<file path="config.mk">
export PLATFORM = sky130hd
export DESIGN_NAME = scpu_ctrl
export DESIGN_NICKNAME = d
export VERILOG_FILES = /design/src/rtl/scpu_ctrl.sv
export SDC_FILE = /design/constraint.sdc
export NUM_CORES = 1
export LEC_CHECK = 0
export ABC_CLOCK_PERIOD_IN_PS = 1420
export CORE_AREA = 10 10 47 49
export CTS_CLUSTER_SIZE = 20
export DETAILED_ROUTE_END_ITERATION = 10
export DIE_AREA = 0 0 57 59
export HOLD_SLACK_MARGIN = 0.08
export PLACE_DENSITY = 0.65
export SYNTH_ARGS = -nofsm -noshare
export SYNTH_HDL_FRONTEND = slang
export SYNTH_SLANG_ARGS = --single-unit
</file>
<file path="constraint.sdc">
create_clock -name clk -period 1.42 [get_ports clk]
set_input_delay 0.213 -clock clk [delete_from_list [all_inputs] [get_ports clk]]
set_output_delay 0.213 -clock clk [all_outputs]
set_load 0.02 [all_outputs]
</file>
<file path="src/rtl/scpu_ctrl.sv">
// Single-cycle CPU control unit: combinational instruction decode plus a
// two-state memory/IO handshake FSM that stalls the PC until MIO_ready.
module scpu_ctrl (
  input  logic       clk,
  input  logic       rst_n,
  input  logic [5:0] OPcode,
  input  logic [5:0] Fun,
  input  logic       MIO_ready,
  output logic       RegDst,
  output logic       ALUSrc_B,
  output logic       MemtoReg,
  output logic       Jump,
  output logic       Branch,
  output logic       RegWrite,
  output logic       mem_w,
  output logic [1:0] ALUop,
  output logic [2:0] ALU_Control,
  output logic       CPU_MIO,
  output logic       stall
);

  typedef enum logic [5:0] {
    OP_RTYPE = 6'b000000,
    OP_J     = 6'b000010,
    OP_BEQ   = 6'b000100,
    OP_LW    = 6'b100011,
    OP_SLTI  = 6'b100100,
    OP_SW    = 6'b101011
  } opcode_t;

  typedef enum logic [1:0] {
    ALUOP_ADD  = 2'b00,
    ALUOP_SUB  = 2'b01,
    ALUOP_FUNC = 2'b10,
    ALUOP_SLT  = 2'b11
  } aluop_t;

  typedef enum logic {
    IDLE = 1'b0,
    WAIT = 1'b1
  } state_t;

  state_t state_q;
  state_t state_d;

  always_comb begin
    RegDst   = 1'b0;
    ALUSrc_B = 1'b0;
    MemtoReg = 1'b0;
    Jump     = 1'b0;
    Branch   = 1'b0;
    RegWrite = 1'b0;
    mem_w    = 1'b0;
    CPU_MIO  = 1'b0;
    ALUop    = ALUOP_ADD;
    case (OPcode)
      OP_RTYPE: begin
        ALUop    = ALUOP_FUNC;
        RegDst   = 1'b1;
        RegWrite = 1'b1;
      end
      OP_LW: begin
        ALUSrc_B = 1'b1;
        MemtoReg = 1'b1;
        RegWrite = 1'b1;
        CPU_MIO  = 1'b1;
      end
      OP_SW: begin
        ALUSrc_B = 1'b1;
        mem_w    = 1'b1;
        CPU_MIO  = 1'b1;
      end
      OP_BEQ: begin
        ALUop  = ALUOP_SUB;
        Branch = 1'b1;
      end
      OP_J: begin
        Jump = 1'b1;
      end
      OP_SLTI: begin
        ALUop    = ALUOP_SLT;
        ALUSrc_B = 1'b1;
        RegWrite = 1'b1;
      end
      default: ;
    endcase
  end

  always_comb begin
    ALU_Control = 3'b010;
    case (ALUop)
      ALUOP_ADD: ALU_Control = 3'b010;
      ALUOP_SUB: ALU_Control = 3'b110;
      ALUOP_SLT: ALU_Control = 3'b111;
      ALUOP_FUNC: begin
        case (Fun)
          6'b100000: ALU_Control = 3'b010;
          6'b100010: ALU_Control = 3'b110;
          6'b100100: ALU_Control = 3'b000;
          6'b100101: ALU_Control = 3'b001;
          6'b101010: ALU_Control = 3'b111;
          6'b100111: ALU_Control = 3'b100;
          6'b000010: ALU_Control = 3'b101;
          6'b010110,
          6'b100110: ALU_Control = 3'b011;
          default:   ALU_Control = 3'b010;
        endcase
      end
      default: ALU_Control = 3'b010;
    endcase
  end

  always_comb begin
    state_d = state_q;
    case (state_q)
      IDLE:    if (CPU_MIO && !MIO_ready) state_d = WAIT;
      WAIT:    if (MIO_ready)             state_d = IDLE;
      default: state_d = IDLE;
    endcase
  end

  always_ff @(posedge clk or negedge rst_n) begin
    if (!rst_n) state_q <= IDLE;
    else        state_q <= state_d;
  end

  // Once waiting, the stall ignores CPU_MIO so an opcode change cannot drop it.
  always_comb begin
    stall = 1'b0;
    if (rst_n) begin
      if (state_q == WAIT) stall = !MIO_ready;
      else                 stall = CPU_MIO && !MIO_ready;
    end
  end

endmodule

</file>
* Word-level counts from Yosys, hierarchy flattened
Index checks and enable logic that the tools add are counted.
** Operators by class
- Bitwise logic cells :: 1
- Muxes and demuxes :: 16
- Reductions and logical operators :: 8
- Equality and inequality tests :: 16
** Operator list (number)
- equality test 6 bit, second input constant :: 9
- case mux 3 bit (7 select lines) :: 1
- equality test 6 x 2 -> 1 bit, second input constant :: 2
- 2-to-1 mux 1 bit :: 12
- case mux 3 bit (4 select lines) :: 1
- equality test 6 x 3 -> 1 bit, second input constant :: 1
- equality test 6 x 5 -> 1 bit, second input constant :: 1
- logical NOT 6 bit :: 1
- case mux 2 bit (3 select lines) :: 1
- OR reduction 3 bit :: 2
- equality test 2 bit, second input constant :: 2
- OR reduction 2 bit :: 2
- equality test 2 x 1 -> 1 bit, second input constant :: 1
- logical NOT 2 bit :: 1
- case mux 1 bit (2 select lines) :: 1
- logical AND 1 bit :: 1
- logical NOT 1 bit :: 1
- NOT 1 bit :: 1
** Storage, ports and cells
- Flip-flop bits (word level) :: 1
- Logic and storage cells :: 42
- Output and inout bits :: 14
- Input port bits :: 15

* Depth between registers and ports, before layout
- Word-level depth :: 6
- Mapped depth :: 5
- Mapped depth without buffers :: 4

* Worst setup path before layout
No wires, ideal clock.
- Kind :: input to output
- Start :: input port OPcode[2]
- End :: output port RegWrite
- Required time :: 1.207 ns
- Setup slack :: -0.080 ns
- Data arrival time :: 1.287 ns
- Cell stages on the path :: 4
- Cells stage by stage :: nand2b_1 or3_1 buf_2 o21ai_0
** On the way
- Longest elaborated chain between the ends :: 3
- Elaborated cells between the ends (all ways) :: 5
- Those cells by class :: eq/ne (2); mux (1); reduce/logical (2)
** Ends and longest elaborated chain
- from (decl) :: line 6 : input logic [5:0] OPcode,
- equality test 6 bit / logical NOT 6 bit (equally long branches) :: line 56 : case (OPcode)
- OR reduction 3 bit (no line) *
- 2-to-1 mux 1 bit * :: line 56
- to (decl) :: line 14 : output logic RegWrite,
Mark *: on every way between the ends. The rest lies on a longest branch, timed or not.

* Worst setup path in the final report
- Start :: input port OPcode[4]
- End :: output port ALU_Control[2]
** On the way
- Longest elaborated chain between the ends :: 4
- Elaborated cells between the ends (all ways) :: 9
- Those cells by class :: eq/ne (5); mux (2); reduce/logical (2)
** Ends and longest elaborated chain
- equality test 6 bit (tied with other cells) :: line 56
- case mux 2 bit (3 select lines) * :: line 56
- equality test 2 bit (tied with other cells) :: line 91 : case (ALUop)
- case mux 3 bit (4 select lines) * :: line 91
- to (decl) :: line 17 : output logic [2:0] ALU_Control,
Marked as above.

==> impl_metrics.csv <==
group,metric,value,unit
timing,fin_crit,1420,ps
placed_design,gp_congestion,0.739,
finish,regMostFlops,"state_q",
floorplan,rows,14,
finish,nets,110,
setup_path,crit_chain,"buf_6 -> nor4_4 -> nand2_2 -> o41ai_4 -> buf_4",
run_status,status,"finished, final reports clean",
power_and_ir_drop,power,208,uW
logic_synthesis,synth_area_leaders,"dfrtp_1, inv_1, nand2_1",
logic_synthesis,ys.warnings.count,0,
timing,finalCritPeriodShare,1.00,
setup_path,criticalPathCategory,"in2out",
timing,setup_viol,0,
power_and_ir_drop,power_density,249,mW/mm^2
power_and_ir_drop,leakagePower,0.000436,uW
finish,largest_register_ffs,1,
routing,drt-total-wl,1.47,mm
finish,final_cell_area,836,sq um
finish,area_growth,170,%
routing,dr_total_vias,509,
placed_design,place_area,729,sq um
finish,seqCellArea,25.0,sq um
global_routing,overflow,0,
floorplan,ioPinCount,29,
global_routing,grt_pass1_vias,588,
global_routing,grt_start_max_net_pins,8,
timing,hold_ws,497,ps
run,maxCapViolations,0,
global_routing,grt_pass1_wl,2.50,mm
setup_path,crit_slowest_cell,"nor4_4",
floorplan,die_area,0.00336,sq mm
setup_path,cp.required,1210,ps
setup_path,cp_slowest_stage_delay,300,ps
logic_synthesis,syn_area,309,sq um
placed_design,io_buffers,28,
floorplan,fp.dieW,57,microns
clock_tree,postCtsHoldBufs,0,
routing,drt_iter0_drc,8,
finish,multi_input_area,379,sq um
logic_synthesis,ys_types,26,
setup_path,crit_arrival,1210,ps
timing,skew,0,ps
floorplan,start_util,0.221,
power_and_ir_drop,irDropWorstVdd,0.169,mV
setup_path,path_buf_inv,2,
finish,drive_gt1_frac,0.720,
hold_path,hold_path.class,"in2async",
clock_tree,clock_latency,0,ps
setup_path,cp_max_fo,3,
routing,drc,0,
routing,viasPerCell,4.67,
placed_design,dp.cells,105,
routing,ant_nets,0,
logic_synthesis,yosysTopAreaCell,"dfrtp_1",
routing,post_drt_wl_per_cell,13.5,microns
finish,n_fill_cell,139,
setup_path,cp-end-kind,"output pin",
timing,worst_pin_slew,240,ps
global_routing,antenna_found_initial,0,
global_routing,grt_use_total,0.0843,
logic_synthesis,ys_seq_area_frac,0.0810,
logic_synthesis,synthCells,47,
placed_design,place_hpwl,1.16,mm
routing,dr.pass1.iters,3,
floorplan,die_y,59,microns
timing,fmax,0.704,GHz
timing,max-slew-margin-rel,0.838,
setup_path,crit_family,"simple AND/OR/NAND/NOR gates",
timing,finalHoldViolations,0,
floorplan,coreArea,0.00140,sq mm
logic_synthesis,synth_fp_nets,62,
finish,top_regs,"state_q (1)",
timing,slew_violations,0,
timing,rsz0062_at_grt,"yes",
clock_tree,clkTransAtPathRegs,0,ps
finish,fin_cells,109,
finish,n_antenna_cell,0,
logic_synthesis,ys_seq_elements,1,
logic_synthesis,synth_area_per_cell,6.58,sq um
setup_path,worst_setup_path_start_kind,"input pin",
logic_synthesis,yosysTopAreaCellShare,0.0810,
timing,setup_ws,0.171,ps
placed_design,place_ws,-913,ps
-- worst paths after layout --
path                            startpoint             end  slack (ps)  cells past startpoint
worst max-delay path             OPcode[4]  ALU_Control[2]         0.2                      5
worst min-delay path                 rst_n         state_q         500                      2
worst max register to register     state_q         state_q         820                      2
worst min register to register     state_q         state_q         520                      2
max in group asynchronous            rst_n         state_q         840                      2
min in group clk                   state_q         state_q         520                      2
-- cells by family (layout without fill, tap and decap cells) --
family                    after synthesis  in the layout  synth area share
and+or+nand+nor                        28             28             0.534
AOI/OAI and AO/OA                       9              9             0.239
buffers and inverters                   7             53            0.0890
xor gates and xnor gates                2              2            0.0567
DFF                                     1              1            0.0810
-- per-layer routing --
metal | track usage | vias to the layer above | part of all wire
li1 | - | 263 | -
met1 | 0.0808 | 224 | 0.37
met2 | 0.163 | 22 | 0.49
met3 | 0.0472 | 0 | 0.14
met4 | 0 | 0 | 0
met5 | 0 | - | 0
-- synthesized netlist by cell type (all sizes together) --
cell type  count
buf            1
nand2          6
o21ai          2
and2           2
a32oi          1
nor2           5
a211oi         2
or3            1
nor4bb         1
nor2b          2
xor2           1
and3           1
o41ai          1
xnor2          1
dfrtp          1
o22ai          1
inv            6
nand2b         2
a21oi          1
nor3           1
nand3          3
nor4           3
a22oi          1
or4b           1
-- placed cells by master (no fill, tap or decap), types with 2 or more instances in the layout --
master	netlist	final
nand3_1	3	2
buf_2	1	6
nor2b_2	0	2
nor2_1	5	4
clkbuf_2	0	4
nand2_1	6	3
inv_1	6	5
buf_4	0	20
a211oi_2	1	2
clkdlybuf4s50_1	0	2
buf_6	0	11
nand2_2	0	2
-- worst reg2reg max path, stage by stage, from the launching register on --
cell     delay (ps)
dfrtp_1         340
inv_1            80
a21oi_1          60
-- per-stage QoR --
| step | TNS (ps) | utilization |
|---|---|---|
| after floorplan | 0 | - |
| after global placement | -11390 | 0.521 |
| after detailed placement | -11530 | 0.521 |
| after CTS | -368 | 0.568 |
| after global routing | -120 | 0.596 |
| final | 0 | 0.596 |
-- cell type report --
class                      instances  area share
timing repair buffer              47       0.466
inverter                           6      0.0269
sequential                         1      0.0299
multi-input combinational         39       0.454
tap                               16      0.0240
-- power by group --
group          leakage [uW]  total [uW]  switching (uW)  internal (uW)
logic              0.000422         179            80.8           97.9
registers         0.0000139        29.8           0.152           29.6
clock network             0           0               0              0
-- timing repair --
action	4_1_cts	5_1_grt
setup buffers	2	2
gates resized for setup	122	21
endpoints found under the setup margin	15	11
gates cloned	0	0
pin swaps	12	10
Note: power is estimated with default switching activity, not from simulation.
